`config.mk`:
```
export PLATFORM = sky130hd
export DESIGN_NAME = oam_dma_controller_flat
export DESIGN_NICKNAME = d
export VERILOG_FILES = /design/src/rtl/video_types.sv /design/src/rtl/oam_dma_controller_if.sv /design/src/rtl/dma_slot_timer.sv /design/src/rtl/oam_dma_controller.sv /design/src/flat_wrapper.sv
export SDC_FILE = /design/constraint.sdc
export NUM_CORES = 1
export LEC_CHECK = 0
export CELL_PAD_IN_SITES_DETAIL_PLACEMENT = 1
export CELL_PAD_IN_SITES_GLOBAL_PLACEMENT = 2
export CORE_MARGIN = 1
export CORE_UTILIZATION = 26
export CTS_BUF_LIST = sky130_fd_sc_hd__clkbuf_4 sky130_fd_sc_hd__clkbuf_8 sky130_fd_sc_hd__clkbuf_16
export DETAILED_ROUTE_END_ITERATION = 10
export PLACE_DENSITY_LB_ADDON = 0.1
export SYNTH_ARGS = -nofsm -noshare
export SYNTH_HDL_FRONTEND = slang
export SYNTH_HIERARCHICAL = 1
export SYNTH_SLANG_ARGS = --single-unit
export TNS_END_PERCENT = 100
```
`constraint.sdc`:
```
create_clock -name clk -period 2.5 [get_ports clk]
set_input_delay 0.375 -clock clk [delete_from_list [all_inputs] [get_ports clk]]
set_output_delay 0.375 -clock clk [all_outputs]
set_load 0.02 [all_outputs]
```
`src/rtl/video_types.sv`:
```
// Shared video-subsystem constants and types used by the OAM DMA sequencer.
package video_types;

    localparam logic [15:0] OAM_BASE     = 16'hFE00;
    localparam int          OAM_SIZE     = 160;
    localparam logic [15:0] DMA_REG_ADDR = 16'hFF46;

    localparam int PHASE_W = 8;
    typedef logic [PHASE_W-1:0] phase_t;

    typedef enum logic [1:0] {IDLE, REQ, XFER} dma_state_t;

endpackage

```
`src/rtl/oam_dma_controller_if.sv`:
```
// CPU register port, arbiter handshake and memory bus of the OAM DMA sequencer.
interface oam_dma_if;

    logic        cfg_we;
    logic [15:0] cfg_addr;
    logic [7:0]  cfg_wdata;
    logic [7:0]  cfg_rdata;
    logic        bus_req;
    logic        bus_gnt;
    logic [15:0] mem_addr;
    logic        mem_re;
    logic [7:0]  mem_rdata;
    logic        mem_we;
    logic [7:0]  mem_wdata;
    logic        dma_active;
    logic        dma_done;

    modport master (
        input  cfg_we, cfg_addr, cfg_wdata, bus_gnt, mem_rdata,
        output cfg_rdata, bus_req, mem_addr, mem_re, mem_we, mem_wdata,
               dma_active, dma_done
    );

    modport slave (
        output cfg_we, cfg_addr, cfg_wdata, bus_gnt, mem_rdata,
        input  cfg_rdata, bus_req, mem_addr, mem_re, mem_we, mem_wdata,
               dma_active, dma_done
    );

endinterface

```
`src/rtl/dma_slot_timer.sv`:
```
// Per-byte phase counter; phases 0, 2 and padding stall while the grant is low.
module dma_slot_timer #(
    parameter int CYCLES_PER_BYTE = 4
) (
    input  logic clk,
    input  logic rst_n,
    input  logic clr,
    input  logic run,
    input  logic gnt,
    output logic p0_en,
    output logic p1_en,
    output logic p2_en,
    output logic slot_end
);
    import video_types::*;

    localparam phase_t LAST = phase_t'(CYCLES_PER_BYTE - 1);

    phase_t phase_q;
    logic   advance;

    assign p0_en    = run && gnt && (phase_q == phase_t'(0));
    assign p1_en    = run && (phase_q == phase_t'(1));
    // Phase 1 only captures returning read data, so it never waits on the grant.
    assign p2_en    = run && gnt && (phase_q == phase_t'(2));
    assign advance  = run && (p1_en || gnt);
    assign slot_end = advance && (phase_q == LAST);

    always_ff @(posedge clk or negedge rst_n) begin
        if (!rst_n) begin
            phase_q <= '0;
        end else if (clr) begin
            phase_q <= '0;
        end else if (advance) begin
            phase_q <= slot_end ? '0 : phase_q + 1'b1;
        end
    end

endmodule

```
`src/rtl/oam_dma_controller.sv`:
```
// OAM DMA sequencer: copies XFER_LEN bytes from {page,00} into OAM, one byte per slot.
// Optional build macro OAM_DMA_ECHO_MAP_EN folds echo-RAM source pages (>=E0) down by 20h.
module oam_dma_controller #(
    parameter logic [15:0] DMA_REG_ADDR    = video_types::DMA_REG_ADDR,
    parameter logic [15:0] OAM_BASE        = video_types::OAM_BASE,
    parameter int          XFER_LEN        = video_types::OAM_SIZE,
    parameter int          CYCLES_PER_BYTE = 4
) (
    input logic        clk,
    input logic        rst_n,
    oam_dma_if.master  bus
);
    import video_types::*;

    dma_state_t state_q, state_d;
    logic       done_q, done_d;
    logic [7:0] src_page, idx_q, rd_latch, eff_page;
    logic       trigger, last_byte;
    logic       p0_en, p1_en, p2_en, slot_end;

    assign trigger   = bus.cfg_we && (bus.cfg_addr == DMA_REG_ADDR);
    assign last_byte = (idx_q == 8'(XFER_LEN - 1));

    dma_slot_timer #(.CYCLES_PER_BYTE(CYCLES_PER_BYTE)) u_timer (
        .clk      (clk),
        .rst_n    (rst_n),
        .clr      (trigger),
        .run      (state_q == XFER),
        .gnt      (bus.bus_gnt),
        .p0_en    (p0_en),
        .p1_en    (p1_en),
        .p2_en    (p2_en),
        .slot_end (slot_end)
    );

    always_comb begin
        state_d = state_q;
        done_d  = 1'b0;
        case (state_q)
            IDLE: ;
            REQ:  if (bus.bus_gnt) state_d = XFER;
            XFER: if (slot_end && last_byte) begin
                state_d = IDLE;
                done_d  = 1'b1;
            end
            default: state_d = IDLE;
        endcase
        // A register write restarts from any state and suppresses a coincident done.
        if (trigger) begin
            state_d = REQ;
            done_d  = 1'b0;
        end
    end

    always_ff @(posedge clk or negedge rst_n) begin
        if (!rst_n) begin
            state_q  <= IDLE;
            done_q   <= 1'b0;
            src_page <= 8'h00;
            idx_q    <= 8'h00;
        end else begin
            state_q <= state_d;
            done_q  <= done_d;
            if (trigger) begin
                src_page <= bus.cfg_wdata;
                idx_q    <= 8'h00;
            end else if (slot_end) begin
                idx_q <= last_byte ? 8'h00 : idx_q + 8'd1;
            end
        end
    end

    always_ff @(posedge clk) begin
        if (p1_en) rd_latch <= bus.mem_rdata;
    end

`ifdef OAM_DMA_ECHO_MAP_EN
    assign eff_page = (src_page >= 8'hE0) ? src_page - 8'h20 : src_page;
`else
    assign eff_page = src_page;
`endif

    assign bus.cfg_rdata  = (bus.cfg_addr == DMA_REG_ADDR) ? src_page : 8'h00;
    assign bus.bus_req    = (state_q != IDLE);
    assign bus.dma_active = (state_q != IDLE);
    assign bus.dma_done   = done_q;
    assign bus.mem_re     = p0_en;
    assign bus.mem_we     = p2_en;
    assign bus.mem_addr   = p0_en ? {eff_page, idx_q} :
                            p2_en ? OAM_BASE + {8'h00, idx_q} : 16'h0000;
    assign bus.mem_wdata  = p2_en ? rd_latch : 8'h00;

endmodule

```
`src/flat_wrapper.sv`:
```
// flat-port wrapper written by rule: the top's interface ports become plain ports
module oam_dma_controller_flat import video_types::*;
#(
    parameter logic [15:0] DMA_REG_ADDR    = video_types::DMA_REG_ADDR,
    parameter logic [15:0] OAM_BASE        = video_types::OAM_BASE,
    parameter int          XFER_LEN        = video_types::OAM_SIZE,
    parameter int          CYCLES_PER_BYTE = 4
)
  (clk, rst_n, bus_cfg_we, bus_cfg_addr, bus_cfg_wdata, bus_bus_gnt, bus_mem_rdata, bus_cfg_rdata, bus_bus_req, bus_mem_addr, bus_mem_re, bus_mem_we, bus_mem_wdata, bus_dma_active, bus_dma_done);
  oam_dma_if bus_i ();
  input logic clk;
  input logic rst_n;
  input wire logic [$bits(bus_i.cfg_we)-1:0] bus_cfg_we;
  input wire logic [$bits(bus_i.cfg_addr)-1:0] bus_cfg_addr;
  input wire logic [$bits(bus_i.cfg_wdata)-1:0] bus_cfg_wdata;
  input wire logic [$bits(bus_i.bus_gnt)-1:0] bus_bus_gnt;
  input wire logic [$bits(bus_i.mem_rdata)-1:0] bus_mem_rdata;
  output wire logic [$bits(bus_i.cfg_rdata)-1:0] bus_cfg_rdata;
  output wire logic [$bits(bus_i.bus_req)-1:0] bus_bus_req;
  output wire logic [$bits(bus_i.mem_addr)-1:0] bus_mem_addr;
  output wire logic [$bits(bus_i.mem_re)-1:0] bus_mem_re;
  output wire logic [$bits(bus_i.mem_we)-1:0] bus_mem_we;
  output wire logic [$bits(bus_i.mem_wdata)-1:0] bus_mem_wdata;
  output wire logic [$bits(bus_i.dma_active)-1:0] bus_dma_active;
  output wire logic [$bits(bus_i.dma_done)-1:0] bus_dma_done;
  assign bus_i.cfg_we = bus_cfg_we;
  assign bus_i.cfg_addr = bus_cfg_addr;
  assign bus_i.cfg_wdata = bus_cfg_wdata;
  assign bus_i.bus_gnt = bus_bus_gnt;
  assign bus_i.mem_rdata = bus_mem_rdata;
  assign bus_cfg_rdata = bus_i.cfg_rdata;
  assign bus_bus_req = bus_i.bus_req;
  assign bus_mem_addr = bus_i.mem_addr;
  assign bus_mem_re = bus_i.mem_re;
  assign bus_mem_we = bus_i.mem_we;
  assign bus_mem_wdata = bus_i.mem_wdata;
  assign bus_dma_active = bus_i.dma_active;
  assign bus_dma_done = bus_i.dma_done;
  oam_dma_controller #(.DMA_REG_ADDR(DMA_REG_ADDR), .OAM_BASE(OAM_BASE), .XFER_LEN(XFER_LEN), .CYCLES_PER_BYTE(CYCLES_PER_BYTE)) u_core (.clk(clk), .rst_n(rst_n), .bus(bus_i));
endmodule
```
# After elaboration in Yosys (flattened, before gate mapping)
# Cells that the tools add are included.
# Widths: inputs -> output; s select.
[totals]
regBits = 35
output_inout_bits = 37
inputBits = 36
word_cells = 51
[op_classes]
n_eq_ne = 10
n_addsub = 3
n_reduce_logical = 15
mux = 17
[ops]
columns = ["op", "n"]
rows = [
  ["$mux 8", 8],
  ["$mux 16", 2],
  ["$add 8x1->8 const B", 2],
  ["$eq 16x16->1 const B", 1],
  ["$eq 8x2->1 const B", 2],
  ["$add 10x9->11 const A", 1],
  ["$eq 8x1->1 const B", 1],
  ["$eq 8x8->1 const B", 1],
  ["$logic_and 1x1->1", 8],
  ["$logic_not 8->1", 1],
  ["$mux 2", 3],
  ["$pmux 2 s3", 1],
  ["$reduce_bool 2->1", 3],
  ["$mux 1", 3],
  ["$ne 3x1->1 const B", 1],
  ["$ne 3x2->1 const B", 1],
  ["$reduce_and 3->1", 1],
  ["$eq 2x1->1 const B", 1],
  ["$eq 2x2->1 const B", 1],
  ["$logic_not 2->1", 1],
  ["$ne 2x1->1 const B", 1],
  ["$logic_or 1x1->1", 1],
]

# Depth between registers and ports, before layout
# Gate-level depths: netlist of the first run.
[logic_depth]
ltp_word = 9
depth_mapped = 9
mapped_depth_nobuf = 8

# Modules after synthesis
# The synthesis of the first run kept the hierarchy.
[by_module_without_submodules]
columns = ["mod", "cells_each", "instances", "seq_area_each_um2", "area_each_um2"]
rows = [
  ["oam_dma_controller", 129, 1, 715.7, 1401.3],
  ["dma_slot_timer", 59, 1, 200.2, 526.8],
]

# Least setup slack after synthesis of the first run
# Ideal clock, no wire load.
[synth_path]
kind = "register to output"
startpoint = "register u_core.state_q[0]"
endpoint = "output bus_mem_addr[0]"
path_stages_with_launch = 10
t_arrival_ns = 2.360
path_buffers = 2
t_required_ns = 2.125
slack_ns = -0.235
path_cell_list = "dfrtp_1 nand2b_1 inv_1 or3b_2 clkbuf_1 nor2_1 and3_1 clkbuf_1 nor2_1 nor2b_1"
[synth_between]
elab_cells_between_ends = 6
cone_classes = "1 x eq/ne; 2 x mux; 3 x reduce/logical"
[synth_lines]
columns = ["item", "line_no", "source"]
rows = [
  ["from (decl)", "oam_dma_controller.sv:15", "dma_state_t state_q, state_d;"],
  ["from (signal assigned)", "oam_dma_controller.sv:62", "state_q <= state_d;"],
  ["$eq 2x2->1", "oam_dma_controller.sv:28", ".run (state_q == XFER),"],
  ["$logic_and 1x1->1 (2 in a row)", "dma_slot_timer.sv:22", "assign p0_en = run && gnt && (phase_q == phase_t'(0));"],
  ["net bus_mem_re", "flat_wrapper.sv:21", "output wire logic [$bits(bus_i.mem_re)-1:0] bus_mem_re;"],
  ["$mux 16", "oam_dma_controller.sv:89", "assign bus.mem_addr = p0_en ? {eff_page, idx_q} :"],
  ["to (decl)", "flat_wrapper.sv:20", "output wire logic [$bits(bus_i.mem_addr)-1:0] bus_mem_addr;"],
]
# The timed path passes the listed nets, and every way through them passes these cells.

# Worst setup path in the final report of the first run
[layout_path]
startpoint = "register u_core.state_q[0]"
endpoint = "output bus_mem_we"
[layout_between]
elab_chain_len = 3
[layout_rtl]
columns = ["item", "line_no", "source"]
rows = [
  ["$eq 2x2->1", "oam_dma_controller.sv:28", ""],
  ["$logic_and 1x1->1 (2 in a row)", "dma_slot_timer.sv:25", "assign p2_en = run && gnt && (phase_q == phase_t'(2));"],
  ["to (decl)", "flat_wrapper.sv:22", "output wire logic [$bits(bus_i.mem_we)-1:0] bus_mem_we;"],
]
# Every way passes these cells.

==> flow_summary.yaml, run 1 <==
run_status:
  outcome: "finished, final reports clean"
sta:
  setup_viol: 0
  worstMarginPinSlew_ns: 0.372
  fin_crit_ns: 2.43
  grt_setup_unrepaired: "yes"
  hold_violations: 0
  fmax_ghz: 0.412
  slew-limit-headroom_pct: 75.2
  fin_crit_sh_pct: 97.2
  drv_slew: 0
  fin_skew_ns: 0.00891
  finalWorstSetupSlack_ns: 0.0702
  holdWs_ns: 0.461
die:
  initial_core_util_pct: 26.7
  die_area_sq_um: 7760
  core_area_sq_um: 7210
  die_y_um: 88.1
  fp-row-count: 31
  dieWidth_um: 88.1
  num_io_pins: 73
clocking:
  clockBufferDepth: 2
  clock_latency_ns: 0.29
  numCtsBuffers: 5
  cts-root-buf: "clkbuf_8"
  cts_setup_buffers: 0
  cts.reportedPaths.clkPinSlew_ns: 0.08
  htreeDepth: 2
  cts_tree: "built"
  cts.sinks: 35
  hold_buffers: 0
yosys:
  synth.net_count: 229
  synthArstFlopShare_pct: 77.1
  syn_area_sq_um: 1930
  yosysTopAreaCell: "dfrtp_1"
  synth_top_flop_cell: "dfrtp_1"
  synth_cells: 188
  netlist_top_cells_area: "dfrtp_1, edfxtp_1, and2_1"
  synth_edf_count: 8
  yosys_warnings: 6
  synth.yosys.seq_area_share_pct: 47.5
  syn-mean-instance-area_sq_um: 10.3
  ys_types: 41
  synth_top_area_share_pct: 35.0
  synth_seq_cells: 35
cells_and_area:
  n_antenna_cell: 0
  nets: 330
  area_growth_pct: 58.8
  n_fill_cell: 861
  final-seq-area_sq_um: 916
  drive_gt1_share_pct: 32.1
  multiInputGateArea_sq_um: 1020
  final_cell_area_sq_um: 3060
  final_cells: 389
placement:
  place_hpwl_mm: 4.23
  dp_worst_setup_slack_ns: -0.219
  gp_congestion: 0.715
  place_area_sq_um: 3020
  placedCellCount: 381
  place.port_buffers: 72
route:
  wl_per_cell_um: 14.1
  drt_iter0_drc: 27
  num_vias: 1725
  remaining_drc_errors: 0
  routed_via_density: 4.43
  routed_wirelength_mm: 5.50
  dr.pass1.iters: 4
  detail-route-antenna-nets: 0
job:
  drv_cap: 0
worst_hold_path:
  worstHoldPathType: "in2async"
grt:
  antenna_found_initial: 0
  grt_first_pass_wirelength_mm: 8.85
  grt_max_degree: 28
  overflow: 0
  grt_pass1_vias: 1770
  track_usage_pct: 15.2
worst_setup_path:
  required_ns: 2.12
  cpPeakStageDelay_ns: 0.40
  end_kind: "primary output"
  path_cells: "nand2b_4, inv_1, or3b_4, nor2_4, and3_4, buf_12, clkdlybuf4s15_1"
  cp-start-kind: "register"
  crit_type: "reg2out"
  cp_slowest_cell: "or3b_4"
  critical_path_arrival_ns: 2.05
  critPathMaxFanout: 10
power:
  p_leak_nw: 1.43
  powerDensity_nw_per_um2: 526
  totalPowerFinal_w: 0.00161
  vdd_ir_drop_max_v: 0.000208
final timing paths:
| path | endpoint | start | cells past startpoint | slack, ns |
|---|---|---|---|---|
| max | bus_mem_we | u_core/state_q[0] | 7 | 0.07 |
| min | u_core/bus.dma_done | rst_n | 2 | 0.46 |
| max reg2reg | u_core/u_timer/phase_q[7] | u_core/u_timer/phase_q[4] | 5 | 0.23 |
| min reg2reg | u_core/eff_page[0] | u_core/eff_page[0] | 1 | 0.52 |
| max in group asynchronous | u_core/u_timer/phase_q[6] | rst_n | 2 | 1.76 |
| min in group clk | u_core/eff_page[0] | u_core/eff_page[0] | 1 | 0.52 |
what timing repair did:
item,4_1_cts,5_1_grt
endpoints found under the hold margin,0,0
endpoints found under the setup margin,34,26
pin swaps,2,1
resized for setup,114,19
power by group:
group | switching, W | internal (W) | leakage, nW
clock network | 0.000212 | 0.000233 | 0.0517
registers | 0.0000566 | 0.000657 | 0.425
logic | 0.000215 | 0.000238 | 0.958
through the flow:
stage | setup TNS [ns] | utilization [%]
2_1_floorplan | 0 | -
3_3_place_gp | -3.13 | 41.9
3_5_place_dp | -4.75 | 41.9
4_1_cts | 0 | 41.7
5_1_grt | -0.111 | 42.4
6_report | 0 | 42.4
critical path, delay by kind of cell, from the launching register on:
family / cells / cell delay, ns
and+or+nand+nor: 4 / 0.88
buffers and inverters: 3 / 0.47
DFF: 1 / 0.38
cells in the mapped netlist (2+ instances only):
cell      count
inv_1         6
nor2_1        9
nand4_1       2
or3b_2        2
and2_1       20
ha_1          5
buf_4         2
o21ai_0       5
mux2_2        8
and3_1        4
dfrtp_1      27
o31ai_1       3
o211a_1       2
or4_1         2
xor2_1        3
and4_1        2
nor2b_1       8
o211ai_1      2
nand3_1       6
or3_1         5
a21oi_1       9
clkbuf_1      3
nand2_1      23
nand2b_1      3
edfxtp_1      8
nor3_1        4
routing by layer:
| layer | up-vias | wire length, um | global-route usage (%) |
|---|---|---|---|
| met5 | - | 0 | 0 |
| met4 | 0 | 125 | 6.30 |
| met3 | 10 | 304 | 3.49 |
| met2 | 49 | 2520 | 24.8 |
| met1 | 810 | 2550 | 19.3 |
| li1 | 856 | - | - |
cells by family (layout without fill, tap and decap cells):
family | Yosys count | after routing | share of synthesized area, %
AO/OA/AOI/OAI | 24 | 24 | 8.57
XOR/XNOR | 4 | 4 | 1.82
adder cells (fa/ha/maj) | 5 | 5 | 3.24
buffers and inverters | 13 | 115 | 3.24
flip-flops | 35 | 35 | 47.5
multiplexers | 9 | 9 | 5.19
AND/OR/NAND/NOR | 98 | 98 | 30.4
cell type report:
cell class	count	area share, %
Multi-Input combinational cell	140	33.3
Sequential cell	35	29.9
Timing Repair Buffer	100	28.6
Tap cell	99	4.05
Clock buffer	7	2.94
Inverter	7	1.02
Clock inverter	1	0.163
placed cells by master (no fill, tap or decap), types with 2 or more instances in the layout:
| master | synthesis | final |
|---|---|---|
| a21oi_1 | 9 | 9 |
| and2_1 | 20 | 20 |
| and3_1 | 4 | 2 |
| and3_4 | 0 | 2 |
| and4_1 | 2 | 2 |
| buf_12 | 0 | 3 |
| buf_2 | 1 | 14 |
| buf_4 | 2 | 30 |
| buf_6 | 0 | 5 |
| clkbuf_8 | 0 | 6 |
| clkdlybuf4s50_1 | 0 | 38 |
| dfrtp_1 | 27 | 27 |
| dlygate4sd2_1 | 0 | 8 |
| edfxtp_1 | 8 | 8 |
| ha_1 | 5 | 5 |
| inv_1 | 6 | 6 |
| mux2_2 | 8 | 8 |
| nand2_1 | 23 | 22 |
| nand2b_4 | 0 | 2 |
| nand3_1 | 6 | 6 |
| nand4_1 | 2 | 2 |
| nor2_1 | 9 | 7 |
| nor2_4 | 0 | 2 |
| nor2b_2 | 0 | 8 |
| nor3_1 | 4 | 4 |
| o211a_1 | 2 | 2 |
| o211ai_1 | 2 | 2 |
| o21ai_0 | 5 | 5 |
| o31ai_1 | 3 | 3 |
| or3_1 | 5 | 5 |
| xor2_1 | 3 | 3 |
registers in the layout, indices dropped and copies added, names as in the netlist:
register / count
u_core/u_timer/phase_q: 8
u_core/state_q: 2
u_core/idx_q: 8
u_core/eff_page: 8
u_core/bus.dma_done: 1
u_core/rd_latch: 8
No activity file was read; power rests on OpenSTA's default activity.
==> run 2: changes to the inputs <==
Clock period 2.5 ns to 2.7 ns, I/O delays scaled along.
==> flow_summary.yaml, run 2 (same netlist as run 1, synthesis figures left out) <==
run_status:
  outcome: "finished, final reports clean"
cells_and_area:
  nets: 326
  final_cell_area_sq_um: 2970
  final_common_cell: "clkdlybuf4s50_1"
  area_growth_pct: 54.1
  drive_gt1_share_pct: 27.3
  n_antenna_cell: 0
  utilization_pct: 41.2
  final_cell_mix: "clkdlybuf4s50_1, buf_4, dfrtp_1"
  n_fill_cell: 845
power:
  vdd_ir_drop_max_v: 0.000262
  switching_share_pct: 29.6
  p_seq_share_pct: 46.5
  powerDensity_nw_per_um2: 485
  p_int_w: 0.00101
  p_leak_nw: 1.51
  pwr-share-clk_pct: 28.2
  power_frac_comb_pct: 25.3
  p_sw_w: 0.000426
clocking:
  clock_latency_ns: 0.28
  cts.reportedPaths.clkPinSlew_ns: 0.07
  htreeDepth: 2
  clockBufferDepth: 2
  hold_buffers: 0
  cts-root-buf: "clkbuf_8"
  cts_setup_buffers: 0
  cts_tree: "built"
  numCtsBuffers: 5
  cts.sinks: 35
worst_setup_path:
  crit_family: "simple AND/OR/NAND/NOR gates"
  crit_type: "reg2out"
  cpPeakStageDelay_ns: 0.48
  required_ns: 2.30
  path_buf_inv: 4
  cp_slowest_cell: "or3b_2"
  cp-start-kind: "register"
  path_cells: "nand2b_1, inv_1, or3b_2, nor2_2, and3_1, buf_4, buf_12, and2_1, buf_2"
  critPathMaxFanout: 9
  end_kind: "primary output"
  critical_path_arrival_ns: 2.19
placement:
  place_hpwl_mm: 4.01
  gp_congestion: 0.694
  place.port_buffers: 72
  place_area_sq_um: 2930
sta:
  slew-limit-headroom_pct: 75.0
  drv_slew: 0
  fin_skew_ns: 0.00714
  hold_violations: 0
  setup_tns_ns: 0
  worstMarginPinSlew_ns: 0.376
  setup_viol: 0
  fin_crit_sh_pct: 96.1
  holdWs_ns: 0.513
  fmax_ghz: 0.386
  fin_crit_ns: 2.59
route:
  dr.pass1.iters: 4
  remaining_drc_errors: 0
  num_vias: 1706
  wl_per_cell_um: 14.1
  routed_wirelength_mm: 5.42
  drt_iter0_drc: 15
  routed_via_density: 4.43
  detail-route-antenna-nets: 0
die:
  core_area_sq_um: 7210
  die_area_sq_um: 7760
  fp-row-count: 31
  dieWidth_um: 88.1
  num_io_pins: 73
  initial_core_util_pct: 26.7
  die_y_um: 88.1
grt:
  overflow: 0
  grt_first_pass_wirelength_mm: 8.50
  track_usage_pct: 14.6
  antenna_found_initial: 0
  grt_max_degree: 28
  grt_pass1_vias: 1692
worst_hold_path:
  worstHoldPathType: "in2async"
job:
  drv_cap: 0
==> run 2: path summary, 6_finish.rpt <==
| kind | from | to | slack (ns) | depth (start not counted) |
|---|---|---|---|---|
| min in group clk | u_core/eff_page[3] | u_core/eff_page[3] | 0.53 | 1 |
| max in group asynchronous | rst_n | u_core/u_timer/phase_q[3] | 1.91 | 2 |
| worst min-delay path | rst_n | u_core/idx_q[5] | 0.51 | 2 |
| worst max-delay path | u_core/state_q[0] | bus_mem_wdata[2] | 0.11 | 9 |
| worst min register to register | u_core/eff_page[3] | u_core/eff_page[3] | 0.53 | 1 |
| worst max register to register | u_core/state_q[0] | u_core/u_timer/phase_q[7] | 0.37 | 7 |
==> run 2: final cells by class <==
| type | count | area, sq um | area share [%] |
|---|---|---|---|
| multi-input combinational | 140 | 967 | 32.5 |
| sequential | 35 | 916 | 30.8 |
| timing repair buffer | 96 | 838 | 28.2 |
| tap | 99 | 124 | 4.17 |
| clock buffer | 7 | 90.1 | 3.03 |
| inverter | 7 | 31.3 | 1.05 |
| clock inverter | 1 | 5.00 | 0.168 |
==> run 2: what timing repair did <==
| item | 4_1_cts | 5_1_grt |
|---|---|---|
| setup endpoints to repair | 26 | 28 |
| pin swaps | 0 | 1 |
| resized for setup | 84 | 44 |
| hold endpoints to repair | 0 | 0 |
==> run 2: stage by stage <==
| step | total power (W) | instances | worst slack (ns) |
|---|---|---|---|
| after global routing | 0.00155 | 385 | -0.0166 |
| final | 0.00144 | 385 | 0.106 |
| after CTS | 0.00147 | 385 | -0.0329 |
| after detailed placement | 0.00105 | 377 | -0.114 |
| after floorplan | 0.000850 | 188 | -0.0646 |
| after global placement | 0.00103 | 377 | 0.00957 |
==> run 2: routing by layer <==
metal,routed length (um),vias to the layer above,GRT usage [%]
met4,72,0,4.84
met5,0,-,0
met3,276,4,3.58
met1,2530,815,18.4
met2,2540,42,24.3
li1,-,845,-
==> run 2: power groups by stage <==
stage                     registers (W)  clock network [W]  logic, W
final                          0.000670           0.000406  0.000365
after global routing           0.000683           0.000453  0.000413
after CTS                      0.000672           0.000430  0.000368
after detailed placement       0.000681                  0  0.000368
after global placement         0.000681                  0  0.000352
after floorplan                0.000670                  0  0.000179
